$ cat src/rtl/exception_ctrl.sv
// MEM-stage exception/interrupt arbiter: picks the highest-priority event,
// emits one-cycle CP0 update strobes and holds a flush/redirect for FLUSH_CYCLES.
module exception_ctrl #(
  parameter logic [31:0] HANDLER_ADDR = 32'hBFC00380,
  parameter int unsigned FLUSH_CYCLES = 2
) (
  input  logic        clk,
  input  logic        rst_n,
  input  logic        exc_valid_i,
  input  logic        stall_i,
  input  logic [31:0] pc_i,
  input  logic        in_delay_slot_i,
  input  logic [31:0] badvaddr_i,
  input  logic [7:0]  exc_flags_i,
  input  logic [31:0] status_i,
  input  logic [31:0] cause_i,
  input  logic [31:0] epc_i,
  output logic        flush_o,
  output logic [31:0] new_pc_o,
  output logic        cp0_exc_we_o,
  output logic [31:0] cp0_epc_o,
  output logic [4:0]  cp0_exccode_o,
  output logic        cp0_bd_o,
  output logic        cp0_badvaddr_we_o,
  output logic [31:0] cp0_badvaddr_o,
  output logic        cp0_exl_clr_o,
  output logic        busy_o
);

  localparam logic ST_IDLE  = 1'b0;
  localparam logic ST_FLUSH = 1'b1;
  localparam logic [3:0] CNT_INIT = 4'(FLUSH_CYCLES - 1);

  logic        state_q, state_d;
  logic [3:0]  cnt_q, cnt_d;
  logic        flush_q, flush_d;
  logic [31:0] new_pc_q, new_pc_d;
  logic        exc_we_q, exc_we_d;
  logic [31:0] epc_q, epc_d;
  logic [4:0]  exccode_q, exccode_d;
  logic        bd_q, bd_d;
  logic        bva_we_q, bva_we_d;
  logic [31:0] bva_q, bva_d;
  logic        exl_clr_q, exl_clr_d;

  logic        irq_pending;
  logic        accept;
  logic        ev_eret;
  logic [4:0]  ev_code;
  logic        ev_bva_we;
  logic [31:0] ev_bva;

  logic unused_bits;
  assign unused_bits = ^{status_i[31:16], status_i[7:2], cause_i[31:16], cause_i[7:0]};

  assign irq_pending = exc_valid_i && status_i[0] && !status_i[1]
                       && (|(cause_i[15:8] & status_i[15:8]));
  assign accept = exc_valid_i && !stall_i && (irq_pending || (|exc_flags_i));

  // Priority encoder; ERET is only reached when nothing else is pending.
  always_comb begin
    ev_eret   = 1'b0;
    ev_code   = 5'd0;
    ev_bva_we = 1'b0;
    ev_bva    = badvaddr_i;
    if (irq_pending) begin
      ev_code = 5'd0;
    end else if (exc_flags_i[0]) begin
      ev_code   = 5'd4;
      ev_bva_we = 1'b1;
      ev_bva    = pc_i;
    end else if (exc_flags_i[1]) begin
      ev_code = 5'd10;
    end else if (exc_flags_i[2]) begin
      ev_code = 5'd12;
    end else if (exc_flags_i[3]) begin
      ev_code = 5'd8;
    end else if (exc_flags_i[4]) begin
      ev_code = 5'd9;
    end else if (exc_flags_i[5]) begin
      ev_code   = 5'd4;
      ev_bva_we = 1'b1;
    end else if (exc_flags_i[6]) begin
      ev_code   = 5'd5;
      ev_bva_we = 1'b1;
    end else begin
      ev_eret = 1'b1;
    end
  end

  always_comb begin
    state_d   = state_q;
    cnt_d     = cnt_q;
    flush_d   = flush_q;
    new_pc_d  = new_pc_q;
    exc_we_d  = 1'b0;
    epc_d     = epc_q;
    exccode_d = exccode_q;
    bd_d      = bd_q;
    bva_we_d  = 1'b0;
    bva_d     = bva_q;
    exl_clr_d = 1'b0;
    case (state_q)
      ST_IDLE: begin
        if (accept) begin
          state_d   = ST_FLUSH;
          cnt_d     = CNT_INIT;
          flush_d   = 1'b1;
          new_pc_d  = ev_eret ? epc_i : HANDLER_ADDR;
          exc_we_d  = !ev_eret;
          exl_clr_d = ev_eret;
          bva_we_d  = ev_bva_we;
          if (!ev_eret) begin
            epc_d     = in_delay_slot_i ? (pc_i - 32'd4) : pc_i;
            exccode_d = ev_code;
            bd_d      = in_delay_slot_i;
          end
          if (ev_bva_we) bva_d = ev_bva;
        end
      end
      default: begin
        // The last FLUSH cycle is the one entered with the counter at 0.
        if (cnt_q == 4'd0) begin
          state_d = ST_IDLE;
          flush_d = 1'b0;
        end else begin
          cnt_d = cnt_q - 4'd1;
        end
      end
    endcase
  end

  always_ff @(posedge clk or negedge rst_n) begin
    if (!rst_n) begin
      state_q   <= ST_IDLE;
      cnt_q     <= 4'd0;
      flush_q   <= 1'b0;
      new_pc_q  <= 32'd0;
      exc_we_q  <= 1'b0;
      epc_q     <= 32'd0;
      exccode_q <= 5'd0;
      bd_q      <= 1'b0;
      bva_we_q  <= 1'b0;
      bva_q     <= 32'd0;
      exl_clr_q <= 1'b0;
    end else begin
      state_q   <= state_d;
      cnt_q     <= cnt_d;
      flush_q   <= flush_d;
      new_pc_q  <= new_pc_d;
      exc_we_q  <= exc_we_d;
      epc_q     <= epc_d;
      exccode_q <= exccode_d;
      bd_q      <= bd_d;
      bva_we_q  <= bva_we_d;
      bva_q     <= bva_d;
      exl_clr_q <= exl_clr_d;
    end
  end

  assign flush_o           = flush_q;
  assign new_pc_o          = new_pc_q;
  assign cp0_exc_we_o      = exc_we_q;
  assign cp0_epc_o         = epc_q;
  assign cp0_exccode_o     = exccode_q;
  assign cp0_bd_o          = bd_q;
  assign cp0_badvaddr_we_o = bva_we_q;
  assign cp0_badvaddr_o    = bva_q;
  assign cp0_exl_clr_o     = exl_clr_q;
  assign busy_o            = state_q;

endmodule

$ cat config.mk
export PLATFORM = sky130hd
export DESIGN_NAME = exception_ctrl
export DESIGN_NICKNAME = d
export VERILOG_FILES = /design/src/rtl/exception_ctrl.sv
export SDC_FILE = /design/constraint.sdc
export NUM_CORES = 1
export LEC_CHECK = 0
export ABC_AREA = 1
export CORE_MARGIN = 2
export CORE_UTILIZATION = 41
export CTS_CLUSTER_SIZE = 10
export DETAILED_ROUTE_END_ITERATION = 12
export PLACE_DENSITY = 0.9
export SLEW_MARGIN = 15
export SYNTH_ARGS = -nofsm -noshare
export SYNTH_HDL_FRONTEND = slang
export SYNTH_SLANG_ARGS = --single-unit
$ cat constraint.sdc
create_clock -name clk -period 1.7 [get_ports clk]
set_clock_uncertainty 0.1 [all_clocks]
set_input_delay 0.51 -clock clk [delete_from_list [all_inputs] [get_ports clk]]
set_output_delay 0.51 -clock clk [all_outputs]
set_load 0.05 [all_outputs]
==> results of run 1 <==
==> final cells by class <==
type,count,area share
flip-flops and latches,110,0.241
well taps,180,0.0197
clock buffers,12,0.0216
repair buffers,363,0.427
clock inverters,4,0.00197
multi-input cells,585,0.275
inverters,37,0.0128
diodes,3,0.000658
==> final timing paths <==
| kind | start | end | slack (ns) | cells after the start |
|---|---|---|---|---|
| max | pc_i[15] | cp0_epc_o[25] | -0.12 | 9 |
| min | exc_flags_i[2] | cp0_exccode_o[0] | 0.44 | 4 |
| max reg2reg | busy_o | cp0_badvaddr_o[7] | 0 | 9 |
| min reg2reg | cnt_q[3] | cnt_q[3] | 0.45 | 2 |
| max in group asynchronous | rst_n | new_pc_o[25] | 0.43 | 3 |
| min in group asynchronous | rst_n | new_pc_o[6] | 0.53 | 2 |
==> worst min-delay path, cell delays in order <==
cell,delay (ns)
clkbuf_2,0.10
nor2_2,0.05
nand4_1,0.10
o21ai_1,0.09
==> repair_timing <==
| action | in CTS | in global routing |
|---|---|---|
| cloned | 10 | 10 |
| pin swaps | 35 | 55 |
| setup endpoints to repair | 110 | 109 |
| hold buffers | 1 | 0 |
| setup buffers | 17 | 7 |
| resized for setup | 159 | 178 |
| hold endpoints to repair | 22 | 0 |
==> per-stage QoR <==
stage	power (mW)	hold WS [ns]	cells
3_3_place_gp	14.6	0.363	1231
5_1_grt	18.7	0.422	1294
4_1_cts	17.3	0.451	1274
3_5_place_dp	14.9	0.361	1231
2_1_floorplan	9.06	0.114	769
6_report	18.2	0.443	1294
==> synthesized netlist by cell type <==
library cell | instances | area share
clkbuf_1 | 8 | 0.0053
nand3_1 | 75 | 0.066
buf_6 | 7 | 0.014
buf_2 | 8 | 0.0070
ha_1 | 3 | 0.0066
inv_2 | 5 | 0.0033
nand4_2 | 1 | 0.0022
xnor2_1 | 3 | 0.0046
o21bai_1 | 7 | 0.0092
a21oi_1 | 1 | 0.00088
xor2_1 | 13 | 0.020
nor2_1 | 71 | 0.047
nor3_1 | 1 | 0.00088
clkbuf_2 | 1 | 0.00088
buf_4 | 10 | 0.013
nand4_1 | 9 | 0.0099
and2_1 | 1 | 0.0011
nand2_1 | 325 | 0.21
inv_1 | 32 | 0.021
o21ai_0 | 38 | 0.033
nor2_4 | 3 | 0.0059
nand2_2 | 4 | 0.0044
dfrtp_1 | 110 | 0.48
a31oi_1 | 1 | 0.0011
conb_1 | 1 | 0.00066
o21ai_1 | 28 | 0.025
buf_1 | 3 | 0.0020
==> cells by family after synthesis <==
family | share of synthesized area
AND/OR/NAND/NOR | 0.351
other | 0.000657
adder cells (fa/ha/maj) | 0.00658
buffers and inverters | 0.0664
XOR/XNOR | 0.0246
flip-flops | 0.482
AO/OA/AOI/OAI | 0.0690
==> metal layers <==
metal	wire [um]	vias up	GRT usage
met5	0	-	0
met4	2730	0	0.198
met3	4110	288	0.105
met2	14200	795	0.591
met1	9550	3559	0.375
li1	-	3112	-
==> report_power, final <==
group / switching, mW / internal [mW]
combinational: 5.97 / 5.20
sequential: 1.37 / 3.64
clock: 1.02 / 1.03
total: 8.36 / 9.87
==> flip-flops by register name, summed over array words and instances (netlist names) <==
signal / count
cp0_exccode_o: 4
new_pc_o: 32
busy_o: 1
cp0_bd_o: 1
cp0_exc_we_o: 1
cp0_epc_o: 32
flush_o: 1
cnt_q: 4
cp0_badvaddr_o: 32
cp0_badvaddr_we_o: 1
cp0_exl_clr_o: 1
==> impl_metrics.json, run 1 <==
{
  "outcome": "complete, but fails checks",
  "violations": "setup timing",
  "crit_required_ns": 1.85,
  "gr-total-overflow": 0,
  "ir_drop_v": 0.00146,
  "gp_congestion": 0.955,
  "hold_path_class": "input pin to flop",
  "placed_cell_area_um2": 9850,
  "final_max_slew_viol_count": 0,
  "place_ws_ns": -0.680,
  "criticalPathCategory": "input pin to flop",
  "drive_above_1_share": 0.384,
  "synth-seq-cells": 110,
  "cts_tree": "yes",
  "layout_common_cells": "nand2_1, buf_12, dfrtp_1",
  "insertion_delay_ns": 0.36,
  "setup_slack_ns": -0.123,
  "clk_pin_slew_ns": 0.07,
  "synthToLayoutAreaGrowth_pct": 99.8,
  "portBuffers": 232,
  "yosysSeqAreaShare": 0.482,
  "fin_crit_ns": 1.82,
  "fin_area_um2": 11400,
  "max-cap-violations": 0,
  "wirelength_um": 30600,
  "die-height_um": 122,
  "setup_viol": 16,
  "wl_per_cell_um": 23.6,
  "final.setup.tns_ns": -0.561,
  "clock-root-buffer": "clkbuf_16",
  "crit_chain": "dlygate4sd2_1, nor2_4, nand2_2, nor2_4, nand2_1, nor2_1, nand3_1, nand3_1, nand2_1",
  "cp_slowest_cell": "dlygate4sd2_1",
  "multiInputGateArea_um2": 3140,
  "grt_util_all_layers": 0.344,
  "final_net_count": 1282,
  "viasPerCell": 5.99,
  "layout.area.seq_um2": 2750,
  "coreArea_um2": 13700,
  "die_area_um2": 14900,
  "arrival_ns": 1.97,
  "fill_cells": 653,
  "syn_nets": 945,
  "syn_area_um2": 5710,
  "drtAntennaViolNets": 0,
  "post-route-util": 0.831,
  "clock_path_buffers": 2,
  "num_rows": 43,
  "power_leakage_nw": 5.53,
  "critical-path-top-delay-family": "simple AND/OR/NAND/NOR gates",
  "die_width_um": 122,
  "drt-initial-drc-count": 1167,
  "crit_fanout": 4,
  "grt_pass1_vias": 7421,
  "hold_viol_final": 0,
  "grt_first_pass_wirelength_um": 39100,
  "io_pins": 280,
  "dpl.hpwl_um": 15900,
  "route.detailed.drc": 0,
  "slowest_delay_ns": 0.33,
  "synthDistinctLibCells": 27,
  "powerDensity_nw_per_um2": 1600,
  "ys.warnings.count": 0,
  "max_freq_ghz": 0.549,
  "initial_core_util": 0.416,
  "rsz0062_at_grt": "true",
  "path_buf_inv": 1,
  "finalCritPeriodShare": 1.07,
  "syn_inst": 769,
  "vias": 7754,
  "cts_buffers": 9,
  "drtPass1Iterations": 11,
  "grt_max_degree": 39,
  "mostFrequentLayoutCell": "nand2_1",
  "cts_sinks": 110,
  "start_kind": "input pin",
  "h-tree-depth": 3,
  "end_kind": "flop",
  "antenna_found_initial": 4,
  "avgSynthCellArea_um2": 7.42
}
Note: power is estimated with default switching activity, not from simulation.
==> run 2, diff against run 1 <==
--- a/config.mk
+++ b/config.mk
@@ -8,7 +8,7 @@
 export ABC_AREA = 1
 export CORE_MARGIN = 2
 export CORE_UTILIZATION = 41
-export CTS_CLUSTER_SIZE = 10
+export CTS_CLUSTER_SIZE = 14
 export DETAILED_ROUTE_END_ITERATION = 12
 export PLACE_DENSITY = 0.9
 export SLEW_MARGIN = 15
==> results of run 2 <==
The final DEF is identical to that of run 1; final timing and power are the same.
==> run 3, diff against run 2 <==
--- a/config.mk
+++ b/config.mk
@@ -6,6 +6,7 @@
 export NUM_CORES = 1
 export LEC_CHECK = 0
 export ABC_AREA = 1
+export CORE_ASPECT_RATIO = 0.6
 export CORE_MARGIN = 2
 export CORE_UTILIZATION = 41
 export CTS_CLUSTER_SIZE = 14
==> run 3 against run 2 <==
  * The flow still finishes with violations (setup timing)
  * Combinational power decreased by 4%
  * Global-route usage decreased by 2.8 points
  * Register-to-register slack gained 0.07 ns
  * Critical path depth down 1
  * Fmax rose by 0.41%
  * Die area grew 0.21%
  * Design area fell by 1.7%
  * Cell count is 0.15% higher
  * Largest power group unchanged
  * Via count down 7.0%
  * Clock power up 9.8%
  * Sequential share of layout area is 0.43 points higher
  * Clock-buffer cell count decreased by 1
==> impl_metrics.json, run 3 (synthesis results as in run 1) <==
{
  "outcome": "complete, but fails checks",
  "violations": "setup timing",
  "worstReg2RegStart": "busy_o",
  "critPathCapture": "cp0_epc_o[31]",
  "hold_viol_final": 0,
  "vias": 7215,
  "post-route-util": 0.823,
  "critical-path-top-delay-family": "simple AND/OR/NAND/NOR gates",
  "drtPass1Iterations": 10,
  "grt_pass1_vias": 6827,
  "met2_usage": 0.495,
  "p_sw_mw": 7.98,
  "cp_slowest_cell": "clkdlybuf4s50_1",
  "reg2reg_slack_ns": 0.07,
  "path_buf_inv": 1,
  "cp.depth": 8,
  "cts_buffers": 9,
  "grt_first_pass_wirelength_um": 35800,
  "rsz0062_at_grt": "true",
  "num_rows": 33,
  "worstRegToRegCells": 8,
  "clk_pin_slew_ns": 0.08,
  "ir_drop_v": 0.00131,
  "drive_above_1_share": 0.344,
  "route.detailed.drc": 0,
  "clock-root-buffer": "clkbuf_16",
  "rr_endpoint": "cp0_epc_o[10]",
  "io_pins": 280,
  "max-cap-violations": 0,
  "initial_core_util": 0.419,
  "h-tree-depth": 3,
  "n_antenna_cell": 0,
  "end_kind": "flop",
  "antenna_found_initial": 0,
  "combPwrFrac": 0.600,
  "pwr-share-seq": 0.274,
  "die_area_um2": 14900,
  "dpl.hpwl_um": 16700,
  "use_met3": 0.0959,
  "hold_path_class": "input pin to async pin",
  "relSlewSlack": 0.656,
  "fin_area_um2": 11200,
  "coreArea_um2": 13600,
  "crit_chain": "clkdlybuf4s50_1, nor2_2, nand3_1, nor2_1, nand2_1, o21bai_1, nand3_1, nand2_1",
  "setup_slack_ns": -0.116,
  "powerDensity_nw_per_um2": 1600,
  "drt-initial-drc-count": 866,
  "start_kind": "input pin",
  "die_width_um": 156,
  "finalCritPeriodShare": 1.07,
  "wl_per_cell_um": 21.0,
  "final_net_count": 1292,
  "crit_fanout": 3,
  "arrival_ns": 2.00,
  "cts_sinks": 110,
  "grt_util_all_layers": 0.316,
  "setup_viol": 6,
  "insertion_delay_ns": 0.35,
  "portBuffers": 232,
  "criticalPathCategory": "input pin to flop",
  "die-height_um": 95.4,
  "busiest_layer": "met2",
  "wirelength_um": 27200,
  "viasPerCell": 5.57,
  "fin_crit_ns": 1.82,
  "tightestPinTransition_ns": 0.516,
  "power_leakage_nw": 5.45,
  "gp_congestion": 1.03,
  "drtAntennaViolNets": 0,
  "layout_common_cells": "nand2_1, buf_12, dfrtp_1",
  "gr-total-overflow": 0,
  "final_max_slew_viol_count": 0,
  "clock_path_buffers": 2,
  "synthToLayoutAreaGrowth_pct": 96.4,
  "grt_max_degree": 72,
  "crit_required_ns": 1.89,
  "slowest_delay_ns": 0.52,
  "clock_power_share": 0.126,
  "critPathLaunch": "pc_i[27]",
  "switching_share": 0.446,
  "cts_tree": "yes",
  "max_freq_ghz": 0.551,
  "p_int_mw": 9.93,
  "mostFrequentLayoutCell": "nand2_1",
  "global_route.usage.met1": 0.425,
  "placed_cell_area_um2": 9930
}
-- run 3: changes by cell type in the layout (fill, tap and decap cells not counted), moves of 6 or more --
cell / previous run / this run
buf_16: 11 / 4
buf_4: 84 / 104
clkbuf_2: 26 / 17
clkdlybuf4s15_1: 1 / 15
dlymetal6s2s_1: 10 / 4
nand2_1: 255 / 287
nand2_2: 55 / 29
nand2_4: 16 / 10
nor2_2: 27 / 33
o21ai_0: 16 / 23
-- run 3: how the worst min path moves through the flow --
stage / depth (start not counted) / to
floorplan: 0 / busy_o
global placement: 2 / cnt_q[3]
detailed placement: 2 / cp0_badvaddr_o[11]
CTS: 2 / new_pc_o[11]
global route: 2 / new_pc_o[11]
finish: 2 / new_pc_o[11]
-- run 3: layer usage --
layer,share of wire,vias up
met3,0.14,140
met2,0.44,591
li1,-,3134
met1,0.38,3350
met5,0,-
met4,0.040,0
-- run 3: cell type report --
class	instances	area [um2]
well taps	175	219
clock inverters	5	67.6
repair buffers	372	4800
flip-flops and latches	110	2750
multi-input cells	586	2980
clock buffers	11	243
fillers	733	2420
inverters	37	149
-- run 3: repair_timing --
| item | CTS | global route |
|---|---|---|
| cloned | 4 | 13 |
| gates resized for setup | 124 | 126 |
| pin swaps | 34 | 40 |
| endpoints found under the setup margin | 110 | 100 |
| hold buffers | 0 | 0 |
| buffers inserted | 20 | 6 |
-- run 3: per-stage QoR --
step | TNS (ns) | setup slack, ns | std cells | hold slack (ns) | power (mW)
floorplan | 0 | 0.0127 | 769 | 0.114 | 9.06
global placement | -55.37 | -0.546 | 1239 | 0.399 | 14.7
detailed placement | -63.17 | -0.658 | 1239 | 0.431 | 14.9
CTS | -0.0334 | -0.0143 | 1277 | 0.0927 | 17.4
global route | -1.40 | -0.0964 | 1296 | 0.0982 | 18.5
finish | -0.284 | -0.116 | 1296 | 0.0481 | 17.9
-- run 3: power groups by stage --
| stage | Sequential (mW) | Clock [mW] | Combinational, mW |
|---|---|---|---|
| floorplan | 7.67 | 0 | 1.39 |
| global placement | 4.84 | 0 | 9.88 |
| detailed placement | 4.86 | 0 | 10.0 |
| CTS | 4.85 | 2.24 | 10.3 |
| global route | 5.00 | 2.34 | 11.1 |
| finish | 4.91 | 2.25 | 10.8 |
-- run 3: worst register-to-register path, delay by kind of cell (launching register included) --
family,cells,cell delay (ns)
DFF,1,0.39
AOI/OAI and AO/OA,1,0.19
and+or+nand+nor,3,0.27
buffers and inverters,4,0.59
